$ cat config.mk
export PLATFORM = sky130hd
export DESIGN_NAME = serial_adder_flat
export DESIGN_NICKNAME = d
export VERILOG_FILES = /design/src/rtl/serial_adder_pkg.sv /design/src/rtl/serial_adder_if.sv /design/src/rtl/serial_adder_cell.sv /design/src/rtl/serial_adder.sv /design/src/flat_wrapper.sv
export SDC_FILE = /design/constraint.sdc
export NUM_CORES = 1
export LEC_CHECK = 0
export ABC_AREA = 1
export BUFFER_PORTS_ARGS = -buffer_cell sky130_fd_sc_hd__buf_4
export CAP_MARGIN = 20
export CORE_MARGIN = 8
export CORE_UTILIZATION = 35
export CTS_CLUSTER_DIAMETER = 200
export DETAILED_ROUTE_END_ITERATION = 16
export MAX_ROUTING_LAYER = met4
export PLACE_DENSITY = 0.63
export SETUP_SLACK_MARGIN = 0.02
export SKIP_LAST_GASP = 1
export SYNTH_ARGS = -nofsm -noshare
export SYNTH_HDL_FRONTEND = slang
export SYNTH_SLANG_ARGS = --single-unit
$ cat constraint.sdc
create_clock -name clk -period 1.29 [get_ports clk]
set_input_delay 0.0645 -clock clk [delete_from_list [all_inputs] [get_ports clk]]
set_output_delay 0.0645 -clock clk [all_outputs]
set_load 0.005 [all_outputs]
$ cat src/rtl/serial_adder_pkg.sv
// Shared types and constants for the bit-serial adder: FSM encoding,
// indices into the adder cell output and the counter-width helper.
package serial_adder_pkg;

  typedef enum logic [1:0] {
    IDLE = 2'd0,
    RUN  = 2'd1,
    DONE = 2'd2
  } state_e;

  localparam int DEFAULT_WIDTH = 8;
  localparam int SUM_BIT       = 0;
  localparam int CARRY_BIT     = 1;

  // Bit counter width for a given operand width (2..32 gives 1..5 bits).
  function automatic int cnt_width(input int width);
    return (width < 2) ? 1 : $clog2(width);
  endfunction

endpackage

$ cat src/rtl/serial_adder_if.sv
// Start/done handshake and operand/result bus of the serial adder.
// The slave modport is the adder; the master modport is its environment.
interface serial_adder_if #(
  parameter int WIDTH = serial_adder_pkg::DEFAULT_WIDTH
);

  logic             start_valid;
  logic             start_ready;
  logic [WIDTH-1:0] op_a;
  logic [WIDTH-1:0] op_b;
  logic             carry_in;
  logic             done_valid;
  logic             done_ready;
  logic [WIDTH-1:0] result;
  logic             carry_out;

  modport master (
    output start_valid,
    input  start_ready,
    output op_a,
    output op_b,
    output carry_in,
    input  done_valid,
    output done_ready,
    input  result,
    input  carry_out
  );

  modport slave (
    input  start_valid,
    output start_ready,
    input  op_a,
    input  op_b,
    input  carry_in,
    output done_valid,
    input  done_ready,
    output result,
    output carry_out
  );

endinterface

$ cat src/rtl/serial_adder_cell.sv
// The team's 3-input/2-bit adder cell: y = a + b + c, purely combinational.
module add_bit_cell (
  input  logic       a_i,
  input  logic       b_i,
  input  logic       c_i,
  output logic [1:0] y_o
);

  assign y_o = {1'b0, a_i} + {1'b0, b_i} + {1'b0, c_i};

endmodule

$ cat src/rtl/serial_adder.sv
// Bit-serial add stage: accepts two operands plus carry, adds one bit pair
// per cycle through add_bit_cell, and holds the sum until it is taken.
module serial_adder
  import serial_adder_pkg::*;
#(
  parameter int WIDTH = DEFAULT_WIDTH
) (
  input  logic           clk,
  input  logic           rst_n,
  serial_adder_if.slave  bus
);

  localparam int CNT_W = cnt_width(WIDTH);

  state_e state_q, state_d;

  logic [WIDTH-1:0] a_sr_q,   a_sr_d;
  logic [WIDTH-1:0] b_sr_q,   b_sr_d;
  logic [WIDTH-1:0] result_q, result_d;
  logic [CNT_W-1:0] cnt_q,    cnt_d;
  logic             carry_q,  carry_d;
  logic             carry_out_q, carry_out_d;

  logic [1:0] cell_y;
  logic       last_bit;

  add_bit_cell u_cell (
    .a_i (a_sr_q[0]),
    .b_i (b_sr_q[0]),
    .c_i (carry_q),
    .y_o (cell_y)
  );

  assign last_bit = (cnt_q == CNT_W'(WIDTH - 1));

  // ---------------------------------------------------------------------
  // FSM: state register
  // ---------------------------------------------------------------------
  // NOTE: sequential state uses non-blocking (<=) so every flop samples
  // the pre-edge values regardless of process ordering.
  always_ff @(posedge clk or negedge rst_n) begin
    if (!rst_n) begin
      state_q <= IDLE;
    end else begin
      state_q <= state_d;
    end
  end

  // ---------------------------------------------------------------------
  // FSM: next-state logic
  // ---------------------------------------------------------------------
  // NOTE: every always_comb output gets a default first, so no path can
  // leave it unassigned and infer a latch.
  always_comb begin
    state_d = state_q;
    unique case (state_q)
      IDLE: if (bus.start_valid) state_d = RUN;
      RUN:  if (last_bit)        state_d = DONE;
      DONE: if (bus.done_ready)  state_d = IDLE;
      default:                   state_d = IDLE;
    endcase
  end

  // ---------------------------------------------------------------------
  // FSM: outputs
  // ---------------------------------------------------------------------
  always_comb begin
    bus.start_ready = 1'b0;
    bus.done_valid  = 1'b0;
    unique case (state_q)
      IDLE:    bus.start_ready = 1'b1;
      DONE:    bus.done_valid  = 1'b1;
      default: ;
    endcase
  end

  assign bus.result    = result_q;
  assign bus.carry_out = carry_out_q;

  // ---------------------------------------------------------------------
  // Datapath: operand shifters, running carry, result assembly
  // ---------------------------------------------------------------------
  always_comb begin
    a_sr_d      = a_sr_q;
    b_sr_d      = b_sr_q;
    result_d    = result_q;
    cnt_d       = cnt_q;
    carry_d     = carry_q;
    carry_out_d = carry_out_q;

    unique case (state_q)
      IDLE: begin
        if (bus.start_valid) begin
          a_sr_d   = bus.op_a;
          b_sr_d   = bus.op_b;
          carry_d  = bus.carry_in;
          cnt_d    = '0;
          result_d = '0;
        end
      end
      RUN: begin
        // Sum bits enter at the MSB so the LSB lands in bit 0 after WIDTH edges.
        result_d = {cell_y[SUM_BIT], result_q[WIDTH-1:1]};
        carry_d  = cell_y[CARRY_BIT];
        a_sr_d   = a_sr_q >> 1;
        b_sr_d   = b_sr_q >> 1;
        cnt_d    = cnt_q + CNT_W'(1);
        if (last_bit) begin
          carry_out_d = cell_y[CARRY_BIT];
        end
      end
      default: ;
    endcase
  end

  always_ff @(posedge clk or negedge rst_n) begin
    if (!rst_n) begin
      a_sr_q      <= '0;
      b_sr_q      <= '0;
      result_q    <= '0;
      cnt_q       <= '0;
      carry_q     <= 1'b0;
      carry_out_q <= 1'b0;
    end else begin
      a_sr_q      <= a_sr_d;
      b_sr_q      <= b_sr_d;
      result_q    <= result_d;
      cnt_q       <= cnt_d;
      carry_q     <= carry_d;
      carry_out_q <= carry_out_d;
    end
  end

endmodule

$ cat src/flat_wrapper.sv
// flat-port wrapper written by rule: the top's interface ports become plain ports
module serial_adder_flat import serial_adder_pkg::*;
#(
  parameter int WIDTH = DEFAULT_WIDTH
)
  (clk, rst_n, bus_start_valid, bus_start_ready, bus_op_a, bus_op_b, bus_carry_in, bus_done_valid, bus_done_ready, bus_result, bus_carry_out);
  serial_adder_if #(.WIDTH(WIDTH)) bus_i ();
  input  logic clk;
  input  logic rst_n;
  input wire logic [$bits(bus_i.start_valid)-1:0] bus_start_valid;
  output wire logic [$bits(bus_i.start_ready)-1:0] bus_start_ready;
  input wire logic [$bits(bus_i.op_a)-1:0] bus_op_a;
  input wire logic [$bits(bus_i.op_b)-1:0] bus_op_b;
  input wire logic [$bits(bus_i.carry_in)-1:0] bus_carry_in;
  output wire logic [$bits(bus_i.done_valid)-1:0] bus_done_valid;
  input wire logic [$bits(bus_i.done_ready)-1:0] bus_done_ready;
  output wire logic [$bits(bus_i.result)-1:0] bus_result;
  output wire logic [$bits(bus_i.carry_out)-1:0] bus_carry_out;
  assign bus_i.start_valid = bus_start_valid;
  assign bus_start_ready = bus_i.start_ready;
  assign bus_i.op_a = bus_op_a;
  assign bus_i.op_b = bus_op_b;
  assign bus_i.carry_in = bus_carry_in;
  assign bus_done_valid = bus_i.done_valid;
  assign bus_i.done_ready = bus_done_ready;
  assign bus_result = bus_i.result;
  assign bus_carry_out = bus_i.carry_out;
  serial_adder #(.WIDTH(WIDTH)) u_core (.clk(clk), .rst_n(rst_n), .bus(bus_i));
endmodule
* Word level (Yosys, flattened, before mapping)
Index checks and enable logic that the tools add are counted.
** Cells by class
- Add/sub/neg operators :: 3
- Equal/unequal tests :: 6
- Multiplexer cells :: 16
- Reductions and logical operators :: 5
** Operators with widths (count)
- one-hot mux 8 bit (2 select lines) :: 3
- 2-to-1 mux 8 bit :: 3
- 2-to-1 mux 2 bit :: 3
- one-hot mux 2 bit (3 select lines) :: 1
- one-hot mux 3 bit (2 select lines) :: 1
- inequality test 2 bit (second input constant) :: 2
- AND reduction 2 bit :: 2
- adder 3 x 1 -> 3 bit (second input constant) :: 1
- == test 3 bit (second input constant) :: 1
- 2-to-1 mux 1 bit :: 3
- 2-to-1 mux 3 bit :: 1
- AND reduction 3 bit :: 1
- adder 1 x 1 -> 2 bit :: 1
- adder 2 x 1 -> 2 bit :: 1
- == test 2 x 1 -> 1 bit (second input constant) :: 1
- == test 2 bit (second input constant) :: 1
- zero test 2 bit :: 1
- inequality test 2 x 1 -> 1 bit (second input constant) :: 1
- one-hot mux 1 bit (2 select lines) :: 1
- nonzero test 2 bit :: 1
** Storage, ports and cells
- Bits in registers :: 31
- Bits of input ports :: 21

* Logic depth before layout (Yosys ltp)
Gate-level depths: netlist of the first run.
- Depth after elaboration :: 3
- Gate-level depth with buffers :: 6
- Depth with buffers taken out :: 5

* Modules after synthesis
A second synthesis of the first run with hierarchy kept.
** Unflattened totals
- Cells, all modules :: 196
- Area, all modules :: 1571.5 um2
** Modules (own cells, without submodules)
- serial_adder :: times used 1, cells each 195, area an instance 1551.5 um2, seq. area each 775.7 um2
- add_bit_cell :: times used 1, cells each 1, area an instance 20.0 um2, seq. area each 0.0 um2

* Least setup slack after synthesis of the first run
OpenSTA, ideal clock, no wires.
- Kind :: reg2reg
- Start point :: reg u_core.a_sr_q[0]
- End point :: reg u_core.result_q[7] (netlist: u_core.bus.result[7])
- Arrival time :: 953 ps
- Slack :: 211 ps
- Cell stages (with the launch flop) :: 4
- Buffers on the path :: 0
- Cell sequence :: dfrtp_1 > inv_1 > fa_1 > o21ai_0
** Between the ends
- Word-level cells in the longest chain between the ends :: 3
** RTL lines
- start: declaration :: RTL line serial_adder.sv:17 : logic [WIDTH-1:0] a_sr_q, a_sr_d;
- start signal: assignment :: RTL line serial_adder.sv:125 : a_sr_q <= a_sr_d;
- adder 1 x 1 -> 2 bit :: RTL line serial_adder_cell.sv:9 : assign y_o = {1'b0, a_i} + {1'b0, b_i} + {1'b0, c_i};
- adder 2 x 1 -> 2 bit :: RTL line serial_adder_cell.sv:9
- one-hot mux 8 bit (2 select lines) :: RTL line serial_adder.sv:91 : unique case (state_q)
- end signal: assignment :: RTL line serial_adder.sv:127 : result_q <= result_d;
- end: declaration :: RTL line serial_adder.sv:19 : logic [WIDTH-1:0] result_q, result_d;
No other way between the ends.
A chain may end at the register's enable or synchronous reset.

* Worst setup path after layout of the first run
- Start point :: reg u_core.state_q[1]
- End point :: out bus_start_ready
** Between the ends
- Word-level cells in the longest chain between the ends :: 2
** RTL lines
- start: declaration :: RTL line serial_adder.sv:15 : state_e state_q, state_d;
- start signal: assignment :: RTL line serial_adder.sv:45 : state_q <= state_d;
- zero test 2 bit :: RTL line serial_adder.sv:70 : unique case (state_q)
- 2-to-1 mux 1 bit :: RTL line serial_adder.sv:70
- end: declaration :: RTL line flat_wrapper.sv:11 : output wire logic [$bits(bus_i.start_ready)-1:0] bus_start_ready;
No other way between the ends.

==> results by group, run 1 <==
Placed design
  • PortBufs: 31
  • GPL Wtd Cong: 0.8214
  • Detail Placement HPWL: 2555 µm
  • Placed cells: 267
  • Dpl cell area: 1857 µm²

Synth
  • Asr flop ratio synth: 100.0%
  • Synth Register Bits: 31
  • Leading area contributor after synthesis: dfrtp_1
  • Area contributors post-synth: dfrtp_1 51%, nand3_1 18%, nand2_1 12%
  • Synth Net Count: approximately 210
  • Distinct cells, synth: 20
  • Mean post-synth cell area: ~8.3 µm²
  • Mapped Cells: 183
  • Synth cell count leaders: 54 x nand3_1, 47 x nand2_1, 31 x dfrtp_1
  • Sequential cell area fraction in the yosys report: between 50% and 60%
  • Share of the synthesized area in the top cell type: 51.28%
  • Post-synth EDFFs: 0
  • Post-synth top flop: dfrtp_1
  • Warning count from the yosys run: 0
  • Cell Area, Synth: 1513 µm²
  • Cell with the most instances after synthesis: nand3_1

STA
  • Fin. Hold Viols: 0
  • Fraction of the cycle the final worst path needs: 93.89%
  • Clock period minus worst slack: 1.211 ns
  • FMAX: 0.8257 GHz
  • Final hold slack: between 0.015 and 0.02 ns
  • Final setup fails: 0
  • RSZ-0062 raised after global routing: no
  • Final Slew Violations: 0
  • Relative slew slack: 73.36%
  • Total Neg Setup Slack: 0 ns
  • Worst-Margin Slew: approximately 0.4 ns
  • Clock Skew: 0.005885 ns

GRT
  • Largest net degree at the start of global routing: 32
  • GRT Total Usage: 12.21%
  • Met3 Track Usage GR: 2.298%
  • Total gr overflow: 0
  • Initial antenna violation count: 0
  • Vias in the first global route: 1281
  • M1 GR Usage: 14.57%
  • Met2 Use GR: roughly 18%
  • Global-route wire length before repair: 6044 µm
  • GR peak layer: met2

Clock tree
  • Cts bufs inserted: 5
  • Clock sinks: 31
  • Clock latency on the worst-skew pair: 0.28 ns
  • Clock tree buffer depth: 2
  • H-Tree Depth: 2
  • CTS tree: built
  • Postcts setup bufs: 0
  • CTS clk-pin slew, worst paths: 0.06 ns
  • Clock Tree Root: clkbuf_8

Cells and area
  • Nets: 249
  • Ratio of cells with drive above 1 in the final layout: about a quarter
  • Layout area overhead: 30.11%
  • Fin area: about 2000 µm²
  • # diodes: 0
  • Layout Cells excl Fill: 278

Die
  • Core Rows: 24
  • Initial Util: about 35%
  • Core area: 4264 µm²
  • Die H: 81.74 µm
  • Die area: about 6700 µm²
  • I/O Pins: 32
  • Chip width: 81.74 µm

Setup path
  • Critical-path cell list: buf_4, nor2_1, buf_4
  • Largest stage delay, worst path: 0.39 ns
  • Critical Path RT: 1.23 ns
  • Reg2reg start: u_core.a_sr_q[0]
  • CP arrival: ~1.2 ns
  • Slowest cell on crit path: dfrtp_1
  • Crit end category: output port
  • R2r endpoint: u_core.bus.result[7]
  • Cell depth of the worst flop-to-flop path: 3
  • CP Launch Type: flip-flop
  • CP max FO: 3
  • Crit path top cell by count: buf_4
  • Critical setup path kind: flip-flop to output port
  • Reg2Reg Setup Slack: 0.13 ns

Min path
  • Hold path startpoint: bus_op_a[7]
  • HP Class: primary input to flip-flop
  • Hold EP: u_core.a_sr_q[7]
  • Worst Hold Path Cells: 3

Detailed routing
  • Vias per cell: 4.766
  • Drt first pass iters: 4
  • DRC: 0
  • DR iter-0 viols: 142
  • Via Count: 1325
  • Post-route ant nets: 0
  • Post-Route WL: 3629 µm
  • WL per Instance: approximately 13 µm

Power and ir drop
  • Pleak: 1.077 nW
  • Power per cell area: 2235 nW/µm²
  • Total power: between 4 and 5 mW
  • Peak supply drop: approximately 950 µV

Outcome
  • Status: finished clean

Flow run
  • Max-cap violations: 0
-- placed cells by master, fill, tap and decap left out, types with 2 or more instances in the layout --
cell           count
nand2_1           47
nor2_1             5
buf_4             40
clkbuf_1           2
o21ai_1            2
ha_1               2
nand4_1            3
nand2_2            2
buf_12             2
clkbuf_8           5
dlygate4sd3_1      3
inv_1             19
nand3_1           54
inv_2              2
dfrtp_1           31
-- worst max-delay path, delay by kind of cell (launching register included) --
kind / cells / cell delay (ns)
DFF: 1 / 0.39
and+or+nand+nor: 1 / 0.18
buffers and inverters: 2 / 0.30
-- logic make-up (layout without fill, tap and decap cells) --
group | count (synthesis) | count (layout) | synth area share [%]
simple gates | 113 | 113 | 34.33
compound gates | 5 | 5 | 2.150
flops | 31 | 31 | 51.28
buf+inv | 31 | 74 | 9.264
fa+ha+maj | 3 | 3 | 2.977
-- how the worst max path moves through the flow --
stage | from | end | slack [ns] | cells after the start
floorplan | u_core.a_sr_q[0] | u_core.bus.result[7] | 0.21 | 3
finish | u_core.state_q[1] | bus_start_ready | 0.08 | 3
global route | u_core.state_q[1] | bus_start_ready | 0.03 | 3
detailed placement | u_core.state_q[1] | u_core.a_sr_q[5] | 0.15 | 5
global placement | u_core.a_sr_q[0] | u_core.bus.result[7] | 0.12 | 3
CTS | u_core.state_q[1] | bus_start_ready | 0.06 | 3
-- repair_timing --
action                                 in CTS  in global routing
hold buffers                                2                  1
endpoints found under the hold margin      32                  1
setup endpoints to repair                   0                  1
gates resized for setup                     0                  1
-- final cells by class --
type,instances,area (µm²)
Fill cell,434,2296
Sequential cell,31,775.7
Multi-Input combinational cell,121,596.8
Timing Repair Buffer,45,370.4
Inverter,21,78.83
Clock buffer,7,76.32
Tap cell,52,65.06
Clock inverter,1,5.005
-- power by group --
group,internal [mW],leakage [nW],switching (mW),total [mW]
Clock,0.378,0.0422,0.340,0.717
Sequential,1.41,0.393,0.273,1.68
Combinational,0.914,0.641,1.08,2.00
-- through the flow --
step	setup slack [ns]	utilization, %
finish	0.07885	46.16
global route	0.02525	46.16
detailed placement	0.1461	43.54
CTS	0.06127	45.92
floorplan	0.2106	-
global placement	0.1248	43.54
-- sequential cells by signal, summed over array words and instances (netlist names) --
| name | flops |
|---|---|
| u_core.state_q | 2 |
| u_core.carry_q | 1 |
| u_core.bus.carry_out | 1 |
| u_core.b_sr_q | 8 |
| u_core.bus.result | 8 |
| u_core.cnt_q | 3 |
| u_core.a_sr_q | 8 |
-- metal layers --
layer  share of wire, %  up-vias
li1                   -      677
met1                 45      611
met2                 47       30
met3                5.1        7
met4                2.5        0
met5                  0        -
(Power assumes the default switching activity.)
==> inputs of run 2 (changes only) <==
- MAX_ROUTING_LAYER: met4 -> not set
==> run 2 against run 1 <==
Worst hold slack barely moved. Count of clock-buffer cells in the layout unchanged. Highest routed layer unchanged. Global-route usage shrank 0.36 points. Final cell count unchanged. Clock skew about the same. Critical path type unchanged. Critical path depth unchanged.
==> results by group, run 2 (synthesis results as in run 1) <==
GRT
  • Vias in the first global route: 1279 (-0.16%)
  • GRT Total Usage: 11.85% (-0.36 points)
  • Global-route wire length before repair: 6044 µm (unchanged)
  • Largest net degree at the start of global routing: 32 (unchanged)
  • Initial antenna violation count: 0 (unchanged)
  • Total gr overflow: 0 (unchanged)

STA
  • Fraction of the cycle the final worst path needs: 93.93% (about the same)
  • FMAX: 0.8253 GHz (about the same)
  • Fin. Hold Viols: 0 (unchanged)
  • Total Neg Setup Slack: 0 ns (unchanged)
  • Worst-Margin Slew: 0.3992 ns (-0.0004388 ns)
  • Relative slew slack: 73.39% (about the same)
  • Final setup fails: 0 (unchanged)
  • Worst setup margin: 0.07829 ns (-0.0005603 ns)
  • Clock period minus worst slack: 1.212 ns (+0.0005603 ns)
  • Clock Skew: 0.005964 ns (+0.00007897 ns)
  • Final Slew Violations: 0 (unchanged)
  • RSZ-0062 raised after global routing: no

Die
  • Core area: 4264 µm² (unchanged)
  • Die H: 81.74 µm (unchanged)
  • Core Rows: 24 (unchanged)
  • Initial Util: 35.48% (unchanged)
  • Chip width: 81.74 µm (unchanged)
  • I/O Pins: 32 (unchanged)
  • Die area: 6681 µm² (unchanged)

Min path
  • Hold EP: u_core.a_sr_q[7]
  • Worst Hold Path Cells: 3 (unchanged)
  • Hold path startpoint: bus_op_a[7]
  • HP Class: primary input to flip-flop

Clock tree
  • Clock Tree Root: clkbuf_8
  • H-Tree Depth: 2 (unchanged)
  • Postcts setup bufs: 0 (unchanged)
  • CTS clk-pin slew, worst paths: 0.06 ns (about the same)
  • Clock sinks: 31 (unchanged)
  • Cts bufs inserted: 5 (unchanged)
  • CTS tree: built
  • Clock latency on the worst-skew pair: 0.28 ns (about the same)
  • Clock tree buffer depth: 2 (unchanged)

Setup path
  • Critical Path RT: 1.23 ns (about the same)
  • CP Launch Type: flip-flop
  • CP max FO: 3 (unchanged)
  • Cell depth of the worst flop-to-flop path: 3 (unchanged)
  • CP arrival: 1.15 ns (about the same)
  • R2r endpoint: u_core.bus.result[7]
  • Reg2reg start: u_core.a_sr_q[0]
  • Crit end category: output port
  • Reg2Reg Setup Slack: 0.13 ns (about the same)
  • Critical setup path kind: flip-flop to output port

Cells and area
  • Layout area overhead: 30.11% (unchanged)
  • Ratio of cells with drive above 1 in the final layout: 24.34% (unchanged)
  • Commonest non-fill, non-tap cell in the layout: nand3_1
  • Util after Layout: 46.16% (unchanged)
  • Commonest cells after routing, fill and taps aside: 54 x nand3_1, 47 x nand2_1, 40 x buf_4, 31 x dfrtp_1, 19 x inv_1
  • Nets: 249 (unchanged)
  • # fillers: 434 (unchanged)
  • # diodes: 0 (unchanged)

Detailed routing
  • Drt first pass iters: 4 (unchanged)
  • Post-route ant nets: 0 (unchanged)
  • DRC: 0 (unchanged)
  • Met2 WL: 1705 µm (-0.47%)
  • Vias per cell: 4.759 (-0.15%)
  • WL per Instance: 13.05 µm (about the same)
  • Post-Route WL: 3627 µm (about the same)
  • Top sig layer: met4
  • Detail Route met3 WL: 200 µm (+8.7%)
  • Via Count: 1323 (-0.15%)
  • DR iter-0 viols: 138 (-2.8%)
  • Wl on met1: 1620 µm (-1.2%)

Power and ir drop
  • Power per cell area: 2235 nW/µm² (about the same)
  • Peak supply drop: 952.7 µV (about the same)
  • Pleak: 1.077 nW (unchanged)

Outcome
  • Status: finished clean

Placed design
  • GPL Wtd Cong: 0.8095 (-1.4%)
  • Detail Placement HPWL: 2555 µm (unchanged)
  • Pre-CTS setup slack: 0.1461 ns (unchanged)
  • PortBufs: 31 (unchanged)

Flow run
  • Max-cap violations: 0 (unchanged)
run 2: report_power, final:
part | leakage [nW] | switching [mW] | internal, mW | total [mW]
combinational | 0.641 | 1.09 | 0.914 | 2.00
clock | 0.0422 | 0.340 | 0.378 | 0.718
sequential | 0.393 | 0.273 | 1.41 | 1.68
total | 1.08 | 1.70 | 2.70 | 4.40
run 2: repair_timing:
action	4_1_cts	5_1_grt
resized for setup	0	1
endpoints found under the setup margin	0	1
hold endpoints to repair	32	1
hold buffers	2	1
run 2: layout make-up:
type | instances | area [µm²] | share of cell area (%)
flip-flops and latches | 31 | 775.7 | 39.42
multi-input cells | 121 | 596.8 | 30.32
repair buffers | 45 | 370.4 | 18.82
inverters | 21 | 78.83 | 4.005
clock buffers | 7 | 76.32 | 3.878
well taps | 52 | 65.06 | 3.306
clock inverters | 1 | 5.005 | 0.2543
run 2: layer usage:
| metal | vias up | GRT usage, % |
|---|---|---|
| met5 | - | 0 |
| met4 | 0 | 7.895 |
| met3 | 8 | 2.516 |
| met2 | 30 | 18.47 |
| met1 | 609 | 14.44 |
| li1 | 676 | - |
run 2: critical path, cell delays in order, from the launching register on:
cell and delay [ns]:
dfrtp_1 0.39, buf_4 0.15, nor2_1 0.18, buf_4 0.15
run 2: worst max-delay path by stage:
stage,startpoint,to,slack [ns]
global placement,u_core.a_sr_q[0],u_core.bus.result[7],0.12
global route,u_core.state_q[1],bus_start_ready,0.03
CTS,u_core.state_q[1],bus_start_ready,0.06
detailed placement,u_core.state_q[1],u_core.a_sr_q[5],0.15
floorplan,u_core.a_sr_q[0],u_core.bus.result[7],0.21
finish,u_core.state_q[1],bus_start_ready,0.08
run 2: through the flow:
step                area (µm²)  hold slack [ns]  std cells  total power, mW
detailed placement        1857          0.02756        267            3.690
finish                    1968          0.01706        278            4.399
floorplan                 1513          -0.2311        183            2.927
global placement          1857          0.02619        267            3.675
CTS                       1958         0.006234        277            4.451
global route              1968          0.03116        278            4.814
==> inputs of run 3 (changes only) <==
- PLACE_DENSITY: 0.63 -> not set
- PLACE_DENSITY_LB_ADDON: not set -> 0.15
==> run 3 against run 2 <==
Worst hold slack improved by 0.013 ns. Highest routed layer unchanged. Largest cell class unchanged. Power increased by 4.4%. Combinational power increased by 3%. Global-route usage decreased by 0.063 points.
==> results by group, run 3 (synthesis results as in run 1) <==
STA
  • Final setup fails: 0 (unchanged)
  • RSZ-0062 raised after global routing: yes
  • Worst setup margin: 0.08519 ns (+0.006895 ns)
  • Total Neg Setup Slack: 0 ns (unchanged)
  • Worst-Margin Slew: 0.3989 ns (-0.0002792 ns)
  • Fin. Hold Viols: 0 (unchanged)
  • Clock Skew: 0.007749 ns (+0.001785 ns)
  • Relative slew slack: 73.40% (about the same)
  • Final Slew Violations: 0 (unchanged)
  • Clock period minus worst slack: 1.205 ns (-0.006895 ns)
  • FMAX: 0.8300 GHz (+0.57%)
  • Fraction of the cycle the final worst path needs: 93.40% (-0.53 points)

Detailed routing
  • Via Count: 1362 (+2.9%)
  • Post-route ant nets: 0 (unchanged)
  • Detail Route met3 WL: 210 µm (+5.0%)
  • Wl on met1: 1647 µm (+1.7%)
  • Post-Route WL: 3678 µm (+1.4%)
  • DR iter-0 viols: 102 (-26%)
  • Vias per cell: 4.899 (+2.9%)
  • WL per Instance: 13.23 µm (+1.4%)
  • DRC: 0 (unchanged)
  • Met2 WL: 1791 µm (+5.0%)
  • Top sig layer: met4
  • Drt first pass iters: 5 (+1)

Setup path
  • CP Launch Type: flip-flop
  • Critical setup path kind: flip-flop to output port
  • Crit end category: output port
  • CP arrival: 1.14 ns (about the same)
  • CP max FO: 11 (+8)
  • Critical Path RT: 1.23 ns (about the same)

Placed design
  • Detail Placement HPWL: 2654 µm (+3.9%)
  • PortBufs: 31 (unchanged)
  • GPL Wtd Cong: 0.7734 (-4.5%)
  • Pre-CTS setup slack: 0.1317 ns (-0.01432 ns)

Clock tree
  • Clock Tree Root: clkbuf_8
  • CTS tree: built
  • H-Tree Depth: 2 (unchanged)
  • Cts bufs inserted: 5 (unchanged)
  • Clock latency on the worst-skew pair: 0.28 ns (about the same)
  • CTS clk-pin slew, worst paths: 0.07 ns (about the same)
  • Clock sinks: 31 (unchanged)
  • Clock tree buffer depth: 2 (unchanged)

Cells and area
  • Commonest non-fill, non-tap cell in the layout: nand3_1
  • Ratio of cells with drive above 1 in the final layout: 25.22% (+0.88 points)
  • Util after Layout: 47.12% (+0.97 points)
  • # diodes: 0 (unchanged)
  • Layout area overhead: 32.84%
  • # fillers: 419 (-3.5%)
  • Commonest cells after routing, fill and taps aside: 54 x nand3_1, 47 x nand2_1, 38 x buf_4, 31 x dfrtp_1, 19 x inv_1
  • Multi-input gate area: 609.3 µm² (+2.1%)
  • Nets: 249 (unchanged)
  • Reg area: 775.7 µm² (unchanged)

GRT
  • Vias in the first global route: 1389 (+8.6%)
  • Largest net degree at the start of global routing: 32 (unchanged)
  • Initial antenna violation count: 0 (unchanged)
  • Total gr overflow: 0 (unchanged)
  • GRT Total Usage: 11.78% (-0.063 points)
  • Global-route wire length before repair: 6279 µm (+3.9%)

Die
  • Core area: 4264 µm² (unchanged)
  • Core Rows: 24 (unchanged)
  • Chip width: 81.74 µm (unchanged)
  • Initial Util: 35.48% (unchanged)
  • Die H: 81.74 µm (unchanged)
  • I/O Pins: 32 (unchanged)
  • Die area: 6681 µm² (unchanged)

Outcome
  • Status: finished clean

Min path
  • HP Class: primary input to flip-flop

Power and ir drop
  • Total power: 4.593 mW (+4.4%)
  • Power per cell area: 2286 nW/µm² (+2.3%)
  • Pleak: 1.087 nW (+0.98%)
  • Peak supply drop: 1166 µV (+22%)

Flow run
  • Max-cap violations: 0 (unchanged)
run 3: repair_timing:
action	in CTS	in global routing
resized for setup	1	3
setup endpoints to repair	1	3
buffers inserted	0	0
pin swaps	0	0
endpoints found under the hold margin	34	0
hold buffers	4	0
run 3: critical path, stage by stage (launching register included):
cell and delay [ns]:
dfrtp_1 0.40, inv_2 0.13, buf_6 0.16, nor2_1 0.05, buf_4 0.13
run 3: per-layer routing:
| layer | global-route usage [%] | up-vias |
|---|---|---|
| li1 | - | 677 |
| met1 | 14.85 | 653 |
| met2 | 19.10 | 28 |
| met3 | 3.282 | 4 |
| met4 | 3.684 | 0 |
| met5 | 0 | - |
run 3: path summary, 6_finish.rpt:
kind	from	to	slack, ns	cells after the start
min in group asynchronous	rst_n	u_core.a_sr_q[2]	0.25	2
worst max-delay path	u_core.state_q[1]	bus_done_valid	0.09	4
worst max register to register	u_core.b_sr_q[0]	u_core.bus.result[7]	0.11	3
worst min register to register	u_core.b_sr_q[4]	u_core.b_sr_q[3]	0.49	2
max in group asynchronous	rst_n	u_core.a_sr_q[6]	0.74	2
worst min-delay path	bus_op_a[6]	u_core.a_sr_q[6]	0.03	3
run 3: stage by stage:
| step | std cells | instance area, µm² | hold slack (ns) |
|---|---|---|---|
| floorplan | 183 | 1513 | -0.2311 |
| global placement | 266 | 1849 | 0.02644 |
| detailed placement | 266 | 1849 | 0.02648 |
| CTS | 278 | 1996 | 0.03037 |
| global route | 278 | 2009 | 0.03814 |
| finish | 278 | 2009 | 0.02996 |
run 3: power by group:
group | total [mW] | internal (mW) | leakage, nW | switching, mW
registers | 1.69 | 1.41 | 0.393 | 0.280
logic | 2.06 | 0.937 | 0.644 | 1.12
clock network | 0.845 | 0.485 | 0.0505 | 0.360
run 3: layout make-up:
class	count	area share, %
Multi-Input combinational cell	121	30.32
Timing Repair Buffer	45	18.74
Clock inverter	1	0.3736
Sequential cell	31	38.61
Clock buffer	7	4.795
Tap cell	52	3.238
Inverter	21	3.923
